`config.mk`:
```
export PLATFORM = sky130hd
export DESIGN_NAME = pc_fetch_sequencer
export DESIGN_NICKNAME = d
export VERILOG_FILES = /design/src/rtl/mips_fetch_pkg.sv /design/src/rtl/fetch_fifo2.sv /design/src/rtl/pc_fetch_sequencer.sv
export SDC_FILE = /design/constraint.sdc
export NUM_CORES = 1
export LEC_CHECK = 0
export ABC_CLOCK_PERIOD_IN_PS = 2500
export CAP_MARGIN = 30
export CORE_AREA = 2 2 123 137
export CTS_BUF_LIST = sky130_fd_sc_hd__clkbuf_4 sky130_fd_sc_hd__clkbuf_8
export CTS_CLUSTER_DIAMETER = 150
export DETAILED_ROUTE_END_ITERATION = 10
export DIE_AREA = 0 0 125 139
export GPL_TIMING_DRIVEN = 0
export PLACE_DENSITY_LB_ADDON = 0.05
export SYNTH_ARGS = -nofsm -noshare
export SYNTH_HDL_FRONTEND = slang
export SYNTH_SLANG_ARGS = --single-unit
```
`constraint.sdc`:
```
create_clock -name clk -period 2.5 [get_ports clk]
set_input_delay 0.25 -clock clk [delete_from_list [all_inputs] [get_ports clk]]
set_output_delay 0.25 -clock clk [all_outputs]
set_load 0.02 [all_outputs]
```
`src/rtl/mips_fetch_pkg.sv`:
```
// Shared definitions for the MIPS instruction-fetch path: default widths,
// reset vector, PC increment and the fetch sequencer state encoding.
package mips_fetch_pkg;

    localparam int          ADDR_W_DEF       = 32;
    localparam int          DATA_W_DEF       = 32;
    localparam logic [31:0] RESET_VECTOR_DEF = 32'h0000_0000;
    localparam int          PC_INC           = 4;

    typedef enum logic [1:0] {
        ST_IDLE = 2'd0,
        ST_REQ  = 2'd1,
        ST_WAIT = 2'd2,
        ST_DROP = 2'd3
    } fetch_state_t;

endpackage

```
`src/rtl/fetch_fifo2.sv`:
```
// Two-entry {pc, instr} queue between the fetch port and decode.
// Flush dominates push and pop; a pop on an empty queue is ignored.
module fetch_fifo2 #(
    parameter int ADDR_W = 32,
    parameter int DATA_W = 32
) (
    input  logic              clk,
    input  logic              rst_n,
    input  logic              push,
    input  logic [ADDR_W-1:0] push_pc,
    input  logic [DATA_W-1:0] push_data,
    input  logic              pop,
    input  logic              flush,
    output logic              vld,
    output logic [ADDR_W-1:0] head_pc,
    output logic [DATA_W-1:0] head_data,
    output logic [1:0]        count
);

    logic [ADDR_W-1:0] pc_q   [2];
    logic [DATA_W-1:0] data_q [2];
    logic              wr_ptr;
    logic              rd_ptr;
    logic              do_push;
    logic              do_pop;

    assign do_pop  = pop && (count != 2'd0);
    assign do_push = push && ((count != 2'd2) || do_pop);

    always_ff @(posedge clk or negedge rst_n) begin
        if (!rst_n) begin
            count  <= 2'd0;
            wr_ptr <= 1'b0;
            rd_ptr <= 1'b0;
            for (int i = 0; i < 2; i++) begin
                pc_q[i]   <= '0;
                data_q[i] <= '0;
            end
        end else if (flush) begin
            count  <= 2'd0;
            wr_ptr <= 1'b0;
            rd_ptr <= 1'b0;
        end else begin
            if (do_push) begin
                pc_q[wr_ptr]   <= push_pc;
                data_q[wr_ptr] <= push_data;
                wr_ptr         <= ~wr_ptr;
            end
            if (do_pop) begin
                rd_ptr <= ~rd_ptr;
            end
            case ({do_push, do_pop})
                2'b10:   count <= count + 2'd1;
                2'b01:   count <= count - 2'd1;
                default: count <= count;
            endcase
        end
    end

    assign vld       = (count != 2'd0);
    assign head_pc   = pc_q[rd_ptr];
    assign head_data = data_q[rd_ptr];

endmodule

```
`src/rtl/pc_fetch_sequencer.sv`:
```
// Next-PC generation and instruction-memory fetch sequencing with a
// two-entry decode buffer; redirects flush the buffer and squash in-flight data.
module pc_fetch_sequencer
    import mips_fetch_pkg::*;
#(
    parameter int                ADDR_W       = ADDR_W_DEF,
    parameter int                DATA_W       = DATA_W_DEF,
    parameter logic [ADDR_W-1:0] RESET_VECTOR = ADDR_W'(RESET_VECTOR_DEF)
) (
    input  logic              clk,
    input  logic              rst_n,
    input  logic              redirect_valid,
    input  logic [ADDR_W-1:0] redirect_pc,
    output logic              imem_req,
    output logic [ADDR_W-1:0] imem_addr,
    input  logic              imem_gnt,
    input  logic              imem_rvalid,
    input  logic [DATA_W-1:0] imem_rdata,
    output logic              instr_valid,
    input  logic              instr_ready,
    output logic [DATA_W-1:0] instr_data,
    output logic [ADDR_W-1:0] instr_pc
);

    fetch_state_t      state;
    logic [ADDR_W-1:0] fetch_pc;
    logic [ADDR_W-1:0] inflight_pc;
    logic [ADDR_W-1:0] redir_pc;
    logic [1:0]        fifo_cnt;
    logic              outstanding;
    logic              credit;
    logic              req;
    logic              gnt_hit;
    logic              push;

    // A slot is reserved for every issued request, so in-flight data always fits.
    assign outstanding = (state == ST_WAIT) || (state == ST_DROP);
    assign credit      = ({1'b0, fifo_cnt} + {2'b00, outstanding}) < 3'd2;
    assign req         = (state == ST_REQ) && credit;
    assign gnt_hit     = req && imem_gnt;
    assign push        = (state == ST_WAIT) && imem_rvalid && !redirect_valid;
    assign redir_pc    = redirect_pc & ~ADDR_W'(3);

    assign imem_req  = req;
    assign imem_addr = fetch_pc;

    always_ff @(posedge clk or negedge rst_n) begin
        if (!rst_n) begin
            state    <= ST_IDLE;
            fetch_pc <= RESET_VECTOR;
        end else begin
            case (state)
                ST_IDLE: begin
                    state <= ST_REQ;
                    if (redirect_valid) fetch_pc <= redir_pc;
                end
                ST_REQ: begin
                    if (redirect_valid) begin
                        fetch_pc <= redir_pc;
                        if (gnt_hit) state <= ST_DROP;
                    end else if (gnt_hit) begin
                        fetch_pc <= fetch_pc + ADDR_W'(PC_INC);
                        state    <= ST_WAIT;
                    end
                end
                ST_WAIT: begin
                    if (redirect_valid) begin
                        fetch_pc <= redir_pc;
                        state    <= imem_rvalid ? ST_REQ : ST_DROP;
                    end else if (imem_rvalid) begin
                        state <= ST_REQ;
                    end
                end
                ST_DROP: begin
                    if (redirect_valid) fetch_pc <= redir_pc;
                    if (imem_rvalid)    state    <= ST_REQ;
                end
                default: state <= ST_IDLE;
            endcase
        end
    end

    // Address of the request in flight, paired with its response on push.
    always_ff @(posedge clk) begin
        if (gnt_hit) inflight_pc <= fetch_pc;
    end

    fetch_fifo2 #(
        .ADDR_W (ADDR_W),
        .DATA_W (DATA_W)
    ) u_fifo (
        .clk       (clk),
        .rst_n     (rst_n),
        .push      (push),
        .push_pc   (inflight_pc),
        .push_data (imem_rdata),
        .pop       (instr_ready),
        .flush     (redirect_valid),
        .vld       (instr_valid),
        .head_pc   (instr_pc),
        .head_data (instr_data),
        .count     (fifo_cnt)
    );

endmodule

```
Yosys cells after proc, flatten, opt, wreduce, memory -nomap -nowiden
Cells that the tools add are included.
- bits in registers: 198
- input bits: 70
- output and inout port bits: 98
- logic and storage cells: 77
- add/sub/neg operators: 4
- order comparisons: 4
- equality and inequality tests: 9
- multiplexer cells: 27
- bitwise gates (word level): 5
- reduce and logical (&&, ||, !) cells: 18
- operators with widths (kind ; number):
    $mux W32 ; 10
    $bwmux W64 ; 2
    $pmux W32 S2 ; 1
    $add A32 B3 Y32 const B ; 1
    $demux W32 S1 ; 1
    $mux W2 ; 7
    $pmux W2 S4 ; 1
    $logic_and A1 B1 Y1 ; 7
    $eq A2 B2 Y1 const B ; 3
    $reduce_bool A2 Y1 ; 3
    $eq A2 B1 Y1 const B ; 2
    $ge A2 B2 Y1 const B ; 2
    $mux W1 ; 4
    $ne A2 B2 Y1 const B ; 2
    $not A1 Y2 ; 2
    $pmux W2 S2 ; 1
    $reduce_and A2 Y1 ; 2
    $add A2 B1 Y3 ; 1
    $lt A3 B2 Y1 const B ; 1
    $ne A3 B3 Y1 const B ; 1
    $not A1 Y1 ; 3
    $reduce_bool A3 Y1 ; 1
    $reduce_or A3 Y1 ; 1
    $add A2 B1 Y2 const B ; 1
    other kinds (6) ; 7

Longest topological paths before layout
Gate-level depths: netlist of run 1.
- depth in word-level cells: 9
- mapped depth: 9
- depth with buffers taken out: 7

Hierarchy
From an unflattened synthesis of run 1, not the netlist that was laid out.
- cells, all modules: 652
- area total of the unflattened synthesis: 8889.8 um^2
- modules (own cells, without submodules) (module ; instances ; cells each ; area each (um^2) ; sequential area each (um^2)):
    fetch_fifo2 ; 1 ; 365 ; 5916.9 ; 3303.2
    pc_fetch_sequencer ; 1 ; 287 ; 2972.9 ; 1701.6

Least setup slack after synthesis of run 1
Ideal clock, no wire load.
- path type: register to register
- start point: reg state[1]
- end point: reg fetch_pc[16], in the netlist imem_addr[16]
- setup time: 138 ps
- arrival time: 2196 ps
- required time: 2362 ps
- path slack: 166 ps
- stages on the path, launching flop included: 9
- path buffers: 2
- period minus slack after synthesis: 2334 ps
- cells stage by stage: dfrtp_1 > nor3b_2 > nand2_1 > inv_1 > buf_2 > nor2_1 > clkbuf_1 > a221oi_1 > o41ai_1
- longest elaborated chain between the ends: 8
- elaborated cells on any way between the ends: 14
- classes of those cells: 1 x add/sub; 1 x order compare; 5 x eq/ne; 1 x mux; 6 x reduce/logical
- ends and longest elaborated chain (element ; RTL line ; source):
    from (decl) ; pc_fetch_sequencer.sv:25 ; fetch_state_t state;
    from (signal assigned) ; pc_fetch_sequencer.sv:69 ; state <= imem_rvalid ? ST_REQ : ST_DROP;
    $eq A2 B2 Y1 ; pc_fetch_sequencer.sv:37 ; assign outstanding = (state == ST_WAIT) || (state == ST_DROP);
    $logic_or A1 B1 Y1 ; pc_fetch_sequencer.sv:37 ;
    $add A2 B1 Y3 ; pc_fetch_sequencer.sv:38 ; assign credit = ({1'b0, fifo_cnt} + {2'b00, outstanding}) < 3'd2;
    $lt A3 B2 Y1 ; pc_fetch_sequencer.sv:38 ;
    $logic_and A1 B1 Y1 * ; pc_fetch_sequencer.sv:39 ; assign req = (state == ST_REQ) && credit;
    net imem_req ; pc_fetch_sequencer.sv:14 ; output logic imem_req,
    $logic_and A1 B1 Y1 * ; pc_fetch_sequencer.sv:40 ; assign gnt_hit = req && imem_gnt;
    net gnt_hit ; pc_fetch_sequencer.sv:33 ; logic gnt_hit;
    $ne A3 B3 Y1 (no line) * ; - ;
    $reduce_and A2 Y1 (no line) * ; - ;
    to (signal assigned) ; pc_fetch_sequencer.sv:55 ; if (redirect_valid) fetch_pc <= redir_pc;
    to (signal assigned) ; pc_fetch_sequencer.sv:59 ; fetch_pc <= redir_pc;
    to (signal assigned) ; pc_fetch_sequencer.sv:62 ; fetch_pc <= fetch_pc + ADDR_W'(PC_INC);
    to (decl) ; pc_fetch_sequencer.sv:26 ; logic [ADDR_W-1:0] fetch_pc;
Mark *: on every way through the listed nets, which the timed path passes. The rest lies on a longest branch.
A chain may end at the register's enable or synchronous reset.

Worst setup path after layout of run 1
- start point: reg u_fifo.rd_ptr
- end point: out instr_pc[28]
- longest elaborated chain between the ends: 4
- ends and longest elaborated chain (element ; RTL line ; source):
    from (decl) ; fetch_fifo2.sv:23 ; logic rd_ptr;
    from (signal assigned) ; fetch_fifo2.sv:50 ; rd_ptr <= ~rd_ptr;
    $not A1 Y2 (implied by the code) ; fetch_fifo2.sv:61 ; assign head_pc = pc_q[rd_ptr];
    $mux W32 (implied by the code) (3 in a row) ; fetch_fifo2.sv:61 ;
    to (decl) ; pc_fetch_sequencer.sv:22 ; output logic [ADDR_W-1:0] instr_pc
No other way between the ends. The select of a mux whose other input is x is not followed.

==> flow_metrics.env, run 1 <==
export IMPL_status="completed"
export IMPL_area_growth_pct=27.9
export IMPL_grt_pass1_wl_mm=31.9
export IMPL_die_area_mm2=0.0174
export IMPL_yosysSeqAreaShare_pct=57.9
export IMPL_drive_gt1_share_pct=29.9
export IMPL_avgSynthCellArea_um2=13.5
export IMPL_timing_critical_path_buf_inv=2
export IMPL_endpoint_kind="output pin"
export IMPL_clkTransAtPathRegs_ns=0.10
export IMPL_worst_clock_skew_ns=0.0122
export IMPL_antenna_found_initial=0
export IMPL_period_share_pct=95.9
export IMPL_cp_required_ns=2.25
export IMPL_nNetsFinal=884
export IMPL_gr_total_overflow=0
export IMPL_fmax_mhz=417
export IMPL_core_area_mm2=0.0161
export IMPL_n_antenna_cell=0
export IMPL_powerDensity_mw_per_mm2=855
export IMPL_grt_max_degree=103
export IMPL_hpwl_mm=13.9
export IMPL_drt_iter0_markers=380
export IMPL_final_max_slew_viol_count=0
export IMPL_rsz0062_at_grt="no"
export IMPL_hold_class="input port to asynchronous set/reset pin"
export IMPL_drcViolationCount=0
export IMPL_worstSetupPathType="flop to output pin"
export IMPL_crit_path_start_kind="flop"
export IMPL_num_vias=5862
export IMPL_maxCapViolCount=0
export IMPL_routed_wl_mm=19.8
export IMPL_wl_per_cell_um=19.2
export IMPL_vias_per_cell=5.69
export IMPL_final_instance_count_excl_fill=1030
export IMPL_cts_sinks=190
export IMPL_die_h_um=139
export IMPL_syn_area_mm2=0.00847
export IMPL_min_period_ns=2.40
export IMPL_syn_inst=628
export IMPL_cp_cell_sequence="clkbuf_4 -> mux2_2 -> clkdlybuf4s50_1"
export IMPL_initial_core_util_pct=52.8
export IMPL_place_area_mm2=0.0104
export IMPL_power_mw=9.27
export IMPL_async_flop_share_pct=84.2
export IMPL_relSlewSlack_pct=61.7
export IMPL_design_area_mm2=0.0108
export IMPL_critPathMaxFanout=10
export IMPL_final_common_cell="mux2_2"
export IMPL_slowest_delay_ns=0.54
export IMPL_power_leakage_nw=4.70
export IMPL_dp_cells=997
export IMPL_arrival_ns=2.15
export IMPL_layout_common_cells="mux2_2 (170), clkdlybuf4s50_1 (160), dfrtp_1 (159)"
export IMPL_synth_warnings=0
export IMPL_peakVddDrop_v=0.000359
export IMPL_synth_ff_type="dfrtp_1"
export IMPL_drtAntennaViolNets=0
export IMPL_synth_edf_count=30
export IMPL_fin_ws_ns=0.103
export IMPL_hold_viol_final=0
export IMPL_cts_inserted_buffers=17
export IMPL_reg2reg_depth=8
export IMPL_clkLatencyLatePin_ns=0.48
export IMPL_post_place_ws_ns=-0.218
export IMPL_cpLargestDelayFamily="buffers and inverters"
export IMPL_crit_slowest_cell="clkdlybuf4s50_1"
export IMPL_ys_types=56
export IMPL_ios=168
export IMPL_portBuffers=161
export IMPL_ys_ff_latch=190
export IMPL_cts_buffer_depth=2
export IMPL_path_depth=3
export IMPL_num_rows=49
export IMPL_cts_root_buf="clkbuf_8"
export IMPL_grt_usage_pct=23.1
export IMPL_tightestPinTransition_ns=0.570
export IMPL_setup_viol=0
export IMPL_gp_congestion=0.874
export IMPL_grt_pass1_vias=6094
export IMPL_htree_levels=4
export IMPL_die_x_um=125
export IMPL_tritoncts="built"
export IMPL_drtPass1Iterations=5
[where the power goes]
| group | internal (mW) | total, mW | switching (mW) |
|---|---|---|---|
| sequential | 3.74 | 4.17 | 0.429 |
| combinational | 1.60 | 3.02 | 1.42 |
| clock | 0.922 | 2.09 | 1.16 |
[layer usage]
metal / vias to the layer above / track usage [%] / share of wire (%)
met3: 22 / 3.94 / 5.4
met5: - / 0 / 0
met1: 2950 / 30.7 / 42
li1: 2677 / - / -
met4: 0 / 7.60 / 1.5
met2: 213 / 39.0 / 51
[cells in the mapped netlist (5+ instances only)]
master	instances	area, µm²
edfxtp_1	30	901
o22ai_1	11	68.8
nor2_1	15	56.3
dfrtp_1	160	4000
buf_2	12	60.1
nand4_1	9	56.3
inv_1	5	18.8
buf_4	10	75.1
mux2_1	16	180
a21oi_1	22	110
o21ai_0	21	105
mux2_2	170	1910
a2bb2oi_1	9	78.8
nand2_1	35	131
nand3_1	18	90.1
clkbuf_1	16	60.1
[worst paths after layout]
path                                         from           endpoint  slack (ns)
worst max register to register           state[1]      imem_addr[16]        0.25
worst min-delay path                        rst_n  u_fifo.data_q[21]        0.29
worst max-delay path                u_fifo.rd_ptr       instr_pc[28]        0.10
worst min register to register  u_fifo.data_q[50]  u_fifo.data_q[50]        0.50
max in group asynchronous                   rst_n      u_fifo.rd_ptr        1.29
min in group clk                  redirect_pc[26]      imem_addr[26]        0.34
[cell type report]
cell class              instances  area, µm²
repair buffers                164       1660
flip-flops and latches        190       4910
clock buffers                  17        234
inverters                       5       18.8
multi-input cells             397       3360
clock inverters                15        175
fillers                      1211       5230
well taps                     204        255
plain buffers                  38        228
[sequential cells by signal, indices dropped and copies added (netlist names)]
signal / count
state: 2
u_fifo.rd_ptr: 1
inflight_pc: 30
imem_addr: 30
u_fifo.pc_q: 60
u_fifo.data_q: 64
u_fifo.count: 2
u_fifo.wr_ptr: 1
[logic make-up (layout without fill, tap and decap cells)]
kind of cell | Yosys count | after routing | synth area share (%)
AND/OR/NAND/NOR | 114 | 114 | 7.50
adder cells (fa/ha/maj) | 1 | 1 | 0.148
XOR/XNOR | 3 | 3 | 0.310
buffers and inverters | 44 | 239 | 2.57
AO/OA/AOI/OAI | 86 | 86 | 6.48
other | 1 | 4 | 0.0443
flip-flops | 190 | 190 | 57.9
multiplexers | 189 | 189 | 25.1
[metrics by stage]
stage | util, % | hold slack, ns | TNS [ns]
floorplan | - | -0.0456 | 0
global placement | 64.4 | 0.462 | -810.51
detailed placement | 64.6 | 0.251 | -6.32
CTS | 67.4 | 0.300 | 0
global route | 67.5 | 0.348 | 0
finish | 67.5 | 0.292 | 0
[timing repair]
item	in CTS	in global routing
hold buffers	1	0
hold endpoints to repair	58	0
resized for setup	14	4
endpoints found under the setup margin	75	5
buffers inserted	1	0
pin swaps	0	0
(Power assumes the default switching activity.)
==> run 2, diff against run 1 <==
--- a/config.mk
+++ b/config.mk
@@ -7,13 +7,14 @@
 export LEC_CHECK = 0
 export ABC_CLOCK_PERIOD_IN_PS = 2500
 export CAP_MARGIN = 30
-export CORE_AREA = 2 2 123 137
+export CORE_AREA = 2 2 126 140
 export CTS_BUF_LIST = sky130_fd_sc_hd__clkbuf_4 sky130_fd_sc_hd__clkbuf_8
 export CTS_CLUSTER_DIAMETER = 150
 export DETAILED_ROUTE_END_ITERATION = 10
-export DIE_AREA = 0 0 125 139
+export DIE_AREA = 0 0 128 142
 export GPL_TIMING_DRIVEN = 0
 export PLACE_DENSITY_LB_ADDON = 0.05
 export SYNTH_ARGS = -nofsm -noshare
 export SYNTH_HDL_FRONTEND = slang
+export SYNTH_HIERARCHICAL = 1
 export SYNTH_SLANG_ARGS = --single-unit
==> run 2 against run 1 <==
  * Sequential share of layout area decreased by 1.7 points
  * Total power decreased by 7.4%
  * Global-route usage increased by 0.22 points
  * Die area increased by 4.6%
  * Final cell count increased by 3.6%
  * Hold slack improved by 0.043 ns
  * Worst setup slack got worse by 0.031 ns
  * Routed wire length increased by 6.2%
  * Critical path depth increased by 1
  * Highest routed layer unchanged
==> flow_metrics.env, run 2 <==
export IMPL_status="completed"
export IMPL_cts_buffer_depth=2
export IMPL_synth_area_leader_cell="dfrtp_1"
export IMPL_hpwl_mm=14.5
export IMPL_drt_iter0_markers=371
export IMPL_yosysMostFrequentCell="dfrtp_1"
export IMPL_portBuffers=163
export IMPL_fillers=1230
export IMPL_setup_viol=0
export IMPL_synth_warnings=6
export IMPL_area_growth_pct=29.1
export IMPL_core_area_mm2=0.0168
export IMPL_antenna_found_initial=0
export IMPL_synth_area_top_cells="dfrtp_1 (46%), mux2_2 (18%), edfxtp_1 (10%)"
export IMPL_cts_root_buf="clkbuf_8"
export IMPL_syn_area_mm2=0.00889
export IMPL_nNetsFinal=917
export IMPL_die_x_um=128
export IMPL_final_instance_count_excl_fill=1067
export IMPL_synth_edf_count=30
export IMPL_grt_pass1_wl_mm=32.9
export IMPL_num_vias=6051
export IMPL_crit_path_start_kind="flop"
export IMPL_tightestPinTransition_ns=0.634
export IMPL_dp_cells=1030
export IMPL_tritoncts="built"
export IMPL_period_share_pct=97.1
export IMPL_hold_ws_ns=0.335
export IMPL_grt_pass1_vias=6236
export IMPL_largestRegisters="u_fifo/data_q x64, u_fifo/pc_q x64"
export IMPL_worstSetupPathType="flop to output pin"
export IMPL_cts_inserted_buffers=17
export IMPL_num_rows=50
export IMPL_drive_gt1_share_pct=31.4
export IMPL_async_flop_share_pct=84.5
export IMPL_power_leakage_nw=5.60
export IMPL_vias_per_cell=5.67
export IMPL_grt_usage_pct=23.3
export IMPL_hold_class="input port to asynchronous set/reset pin"
export IMPL_power_mw=8.58
export IMPL_htree_levels=4
export IMPL_maxCapViolCount=0
export IMPL_final_max_slew_viol_count=0
export IMPL_worst_clock_skew_ns=0.0142
export IMPL_ys_ff_latch=194
export IMPL_fmax_mhz=412
export IMPL_avgSynthCellArea_um2=13.6
export IMPL_cp_cell_sequence="clkbuf_4 -> clkbuf_8 -> mux2_2 -> clkdlybuf4s50_1"
export IMPL_crit_slowest_cell="clkdlybuf4s50_1"
export IMPL_cp_required_ns=2.25
export IMPL_yosysSeqAreaShare_pct=56.3
export IMPL_powerDensity_mw_per_mm2=748
export IMPL_grt_max_degree=89
export IMPL_relSlewSlack_pct=57.7
export IMPL_synth_commonest_cells="dfrtp_1 (164), mux2_2 (144), mux2_4 (49), nand2_1 (31), edfxtp_1 (30)"
export IMPL_synth_ff_type="dfrtp_1"
export IMPL_critPathMaxFanout=10
export IMPL_die_h_um=142
export IMPL_min_period_ns=2.43
export IMPL_routed_wl_mm=21.0
export IMPL_syn_inst=652
export IMPL_drtPass1Iterations=5
export IMPL_n_antenna_cell=0
export IMPL_cts_sinks=194
export IMPL_peakVddDrop_v=0.000370
export IMPL_drtAntennaViolNets=0
export IMPL_wl_per_cell_um=19.7
export IMPL_clkTransAtPathRegs_ns=0.09
export IMPL_layout_common_cells="dfrtp_1 (164), mux2_2 (144), clkdlybuf4s50_1 (134)"
export IMPL_yosysTopAreaCellShare_pct=46.2
export IMPL_hold_viol_final=0
export IMPL_clkLatencyLatePin_ns=0.46
export IMPL_gr_total_overflow=0
export IMPL_rsz0062_at_grt="yes"
export IMPL_gp_congestion=0.917
export IMPL_initial_core_util_pct=53.0
export IMPL_slowest_delay_ns=0.54
export IMPL_drcViolationCount=0
export IMPL_seqCellArea_mm2=0.00500
export IMPL_final_common_cell="dfrtp_1"
export IMPL_endpoint_kind="output pin"
export IMPL_ios=168
export IMPL_multi_input_area_mm2=0.00371
export IMPL_die_area_mm2=0.0182
export IMPL_ys_types=57
export IMPL_arrival_ns=2.18
run 2: changes by cell type after synthesis, sizes merged, moves of 5 or more:
| cell | before | now |
|---|---|---|
| mux2 | 186 | 193 |
| buf | 23 | 15 |
| nor3 | 5 | 16 |
| and4 | 0 | 8 |
| nand3 | 18 | 13 |
| a21oi | 22 | 27 |
| o22ai | 11 | 5 |
| clkbuf | 16 | 23 |
| a2bb2oi | 9 | 3 |
| a21o | 0 | 5 |
| nor2 | 15 | 22 |
run 2: cell families after synthesis:
| kind of cell | Yosys count | share of synthesized area [%] |
|---|---|---|
| compound gates | 78 | 5.24 |
| xor+xnor | 6 | 0.591 |
| fa+ha+maj | 1 | 0.141 |
| buf+inv | 42 | 2.46 |
| flops | 194 | 56.3 |
| mux | 195 | 26.7 |
| other cells | 1 | 0.0422 |
| simple gates | 135 | 8.49 |
run 2: layout make-up:
cell class | count | share of cell area, %
buffer | 38 | 2.28
clock buffer | 20 | 2.24
clock inverter | 12 | 1.56
inverter | 4 | 0.131
multi-input combinational | 421 | 32.3
sequential | 194 | 43.6
tap | 208 | 2.27
timing repair buffer | 170 | 15.6
run 2: path summary, 6_finish.rpt:
| check | startpoint | endpoint | slack, ns | cells past startpoint |
|---|---|---|---|---|
| max in group asynchronous | rst_n | u_fifo/pc_q[8] | 1.34 | 3 |
| hold / removal | rst_n | u_fifo/data_q[10] | 0.34 | 2 |
| setup / recovery | u_fifo/rd_ptr | instr_data[22] | 0.07 | 4 |
| setup reg to reg | imem_addr[2] | imem_addr[22] | 0.13 | 7 |
| min in group clk | redirect_pc[23] | imem_addr[23] | 0.34 | 3 |
| hold reg to reg | inflight_pc[5] | u_fifo/pc_q[37] | 0.50 | 1 |
run 2: critical path: cells and delay by family, from the launching register on:
family,cells,cell delay (ns)
flip-flops,1,0.35
buffers and inverters,3,1.02
multiplexers,1,0.35
run 2: timing repair:
item / CTS / global route
resized for setup: 22 / 30
endpoints found under the hold margin: 76 / 0
pin swaps: 2 / 0
setup endpoints to repair: 193 / 142
hold buffers: 1 / 0
buffers inserted: 4 / 0
run 2: per-layer routing:
layer	share of wire (%)	vias to the layer above	track usage (%)
met5	0	-	0
met4	1.9	0	8.50
met3	5.8	30	5.11
met2	49	229	39.0
met1	43	3033	30.1
li1	-	2759	-
run 2: through the flow:
stage / setup TNS, ns / utilization [%] / area (µm²) / setup WS, ns
floorplan: 0 / - / 8910 / 0.127
global placement: -1071.19 / 64.4 / 10800 / -5.39
detailed placement: -184.18 / 64.7 / 10900 / -1.64
CTS: 0 / 68.0 / 11400 / 0.0106
global route: -0.0272 / 68.4 / 11500 / -0.0248
finish: 0 / 68.4 / 11500 / 0.0721
run 2: power by group:
group          switching [mW]  internal (mW)  total (mW)
clock                    1.10           1.13        2.24
sequential              0.359           3.64        4.00
combinational            1.10           1.25        2.35
total                    2.56           6.03        8.58
==> run 3, diff against run 2 <==
--- a/config.mk
+++ b/config.mk
@@ -5,13 +5,13 @@
 export SDC_FILE = /design/constraint.sdc
 export NUM_CORES = 1
 export LEC_CHECK = 0
-export ABC_CLOCK_PERIOD_IN_PS = 2500
+export ABC_CLOCK_PERIOD_IN_PS = 3000
 export CAP_MARGIN = 30
-export CORE_AREA = 2 2 126 140
+export CORE_AREA = 2 2 122 135
 export CTS_BUF_LIST = sky130_fd_sc_hd__clkbuf_4 sky130_fd_sc_hd__clkbuf_8
 export CTS_CLUSTER_DIAMETER = 150
 export DETAILED_ROUTE_END_ITERATION = 10
-export DIE_AREA = 0 0 128 142
+export DIE_AREA = 0 0 124 137
 export GPL_TIMING_DRIVEN = 0
 export PLACE_DENSITY_LB_ADDON = 0.05
 export SYNTH_ARGS = -nofsm -noshare
==> constraint.sdc (replaced) <==
create_clock -name clk -period 3 [get_ports clk]
set_input_delay 0.3 -clock clk [delete_from_list [all_inputs] [get_ports clk]]
set_output_delay 0.3 -clock clk [all_outputs]
set_load 0.02 [all_outputs]
==> run 3 against run 2 <==
  * Total power decreased by 18%
  * Count of clock-buffer cells in the layout decreased by 1
  * Largest cell class unchanged
  * Register-to-register slack improved by 0.48 ns
==> flow_metrics.env, run 3 (synthesized netlist as in run 2, its figures left out) <==
export IMPL_status="completed"
export IMPL_ios=168
export IMPL_num_rows=48
export IMPL_timing_critical_path_buf_inv=3
export IMPL_grt_max_degree=128
export IMPL_worstSetupPathType="flop to output pin"
export IMPL_gp_congestion=0.962
export IMPL_period_share_pct=89.2
export IMPL_p_clk_share_pct=24.9
export IMPL_crit_path_start_kind="flop"
export IMPL_multi_input_area_mm2=0.00370
export IMPL_hold_viol_final=0
export IMPL_cp_cell_sequence="clkbuf_2 -> clkbuf_2 -> mux2_2 -> clkdlybuf4s50_1"
export IMPL_hold_class="input port to asynchronous set/reset pin"
export IMPL_worst_clock_skew_ns=0.0119
export IMPL_grt_pass1_vias=6375
export IMPL_fillers=1104
export IMPL_p_seq_share_pct=47.2
export IMPL_vias_per_cell=5.71
export IMPL_grt_usage_pct=24.9
export IMPL_crit_slowest_cell="clkdlybuf4s50_1"
export IMPL_wl_per_cell_um=19.4
export IMPL_core_area_mm2=0.0156
export IMPL_final_max_slew_viol_count=0
export IMPL_cts_inserted_buffers=17
export IMPL_drt_iter0_markers=448
export IMPL_rsz0062_at_grt="no"
export IMPL_drive_gt1_share_pct=31.0
export IMPL_drtAntennaViolNets=0
export IMPL_gr_total_overflow=0
export IMPL_die_h_um=137
export IMPL_nNetsFinal=916
export IMPL_fmax_mhz=374
export IMPL_final_common_cell="dfrtp_1"
export IMPL_setup_viol=0
export IMPL_combPwrFrac_pct=28.0
export IMPL_arrival_ns=2.38
export IMPL_die_x_um=124
export IMPL_clkLatencyLatePin_ns=0.46
export IMPL_tightestPinTransition_ns=0.633
export IMPL_drcViolationCount=0
export IMPL_power_leakage_nw=5.14
export IMPL_layout_common_cells="dfrtp_1 (164), clkdlybuf4s50_1 (161), mux2_2 (144)"
export IMPL_portBuffers=163
export IMPL_dp_cells=1022
export IMPL_peakVddDrop_v=0.000320
export IMPL_cp_required_ns=2.70
export IMPL_num_vias=6041
export IMPL_design_area_mm2=0.0113
export IMPL_endpoint_kind="output pin"
export IMPL_initial_core_util_pct=56.9
export IMPL_routed_wl_mm=20.5
export IMPL_intPower_mw=4.95
export IMPL_clkTransAtPathRegs_ns=0.09
export IMPL_area_growth_pct=27.3
export IMPL_die_area_mm2=0.0170
export IMPL_fin_ws_ns=0.323
export IMPL_seqCellArea_mm2=0.00500
export IMPL_tritoncts="built"
export IMPL_cts_root_buf="clkbuf_8"
export IMPL_grt_pass1_wl_mm=32.3
export IMPL_drtPass1Iterations=5
export IMPL_place_area_mm2=0.0108
export IMPL_post_place_ws_ns=-1.08
export IMPL_cpLargestDelayFamily="buffers and inverters"
export IMPL_powerDensity_mw_per_mm2=625
export IMPL_slowest_delay_ns=0.58
export IMPL_cts_sinks=194
export IMPL_min_period_ns=2.68
export IMPL_final_instance_count_excl_fill=1058
export IMPL_cp_common_cell="clkbuf_2"
export IMPL_maxCapViolCount=0
export IMPL_n_antenna_cell=0
export IMPL_sw_frac_of_total_pct=30.0
export IMPL_htree_levels=4
export IMPL_antenna_found_initial=0
export IMPL_largestRegisters="u_fifo/data_q x64, u_fifo/pc_q x64"
export IMPL_hpwl_mm=14.5
export IMPL_tns_ns=0
export IMPL_p_sw_mw=2.12
export IMPL_critPathMaxFanout=10
export IMPL_cts_buffer_depth=2
export IMPL_relSlewSlack_pct=57.8
## run 3: what timing repair did
item,in CTS,in global routing
setup buffers,3,0
pin swaps,1,0
hold endpoints to repair,37,0
gates resized for setup,8,3
gates cloned,0,0
hold buffers,1,0
setup endpoints to repair,178,157
## run 3: worst paths after layout
path / end / slack (ns) / startpoint / cells past startpoint
max in group asynchronous: imem_addr[10] / 1.79 / rst_n / 3
max reg2reg: imem_addr[26] / 0.61 / imem_addr[3] / 7
max: instr_pc[15] / 0.32 / u_fifo/rd_ptr / 4
min in group clk: imem_addr[23] / 0.40 / redirect_pc[23] / 3
min: u_fifo/data_q[3] / 0.30 / rst_n / 2
min reg2reg: u_fifo/pc_q[36] / 0.51 / inflight_pc[4] / 1
## run 3: power by group through the flow
stage	Combinational (mW)	Sequential, mW	Clock [mW]
finish	1.98	3.34	1.76
global placement	1.92	3.35	0
detailed placement	1.97	3.38	0
CTS	1.99	3.33	1.81
global route	2.10	3.38	1.91
floorplan	1.03	3.37	0
## run 3: worst register-to-register path: stages, from the launching register on
cell      delay (ns)
dfrtp_1         0.48
ha_1            0.22
and2_1          0.13
clkbuf_1        0.35
nand4_1         0.26
nor4_2          0.45
a211oi_1        0.18
nor3_1          0.23
## run 3: metal layers
metal	wire, µm	vias up	track usage, %
met5	0	-	0
met4	384	0	9.99
met3	1280	30	4.96
met2	10400	237	41.8
met1	8470	3012	31.5
li1	-	2762	-
## run 3: cell type report
| type | instances | share of cell area (%) |
|---|---|---|
| multi-input combinational | 421 | 32.7 |
| clock buffer | 19 | 2.25 |
| clock inverter | 13 | 1.41 |
| timing repair buffer | 169 | 15.2 |
| tap | 200 | 2.21 |
| sequential | 194 | 44.2 |
| inverter | 4 | 0.133 |
| buffer | 38 | 1.88 |
## run 3: through the flow
step | util (%) | total power [mW] | hold slack (ns)
finish | 72.5 | 7.07 | 0.301
global route | 72.5 | 7.40 | 0.306
CTS | 72.5 | 7.13 | 0.283
detailed placement | 69.4 | 5.35 | 0.198
global placement | 69.1 | 5.27 | 0.483
floorplan | - | 4.40 | 0.00441
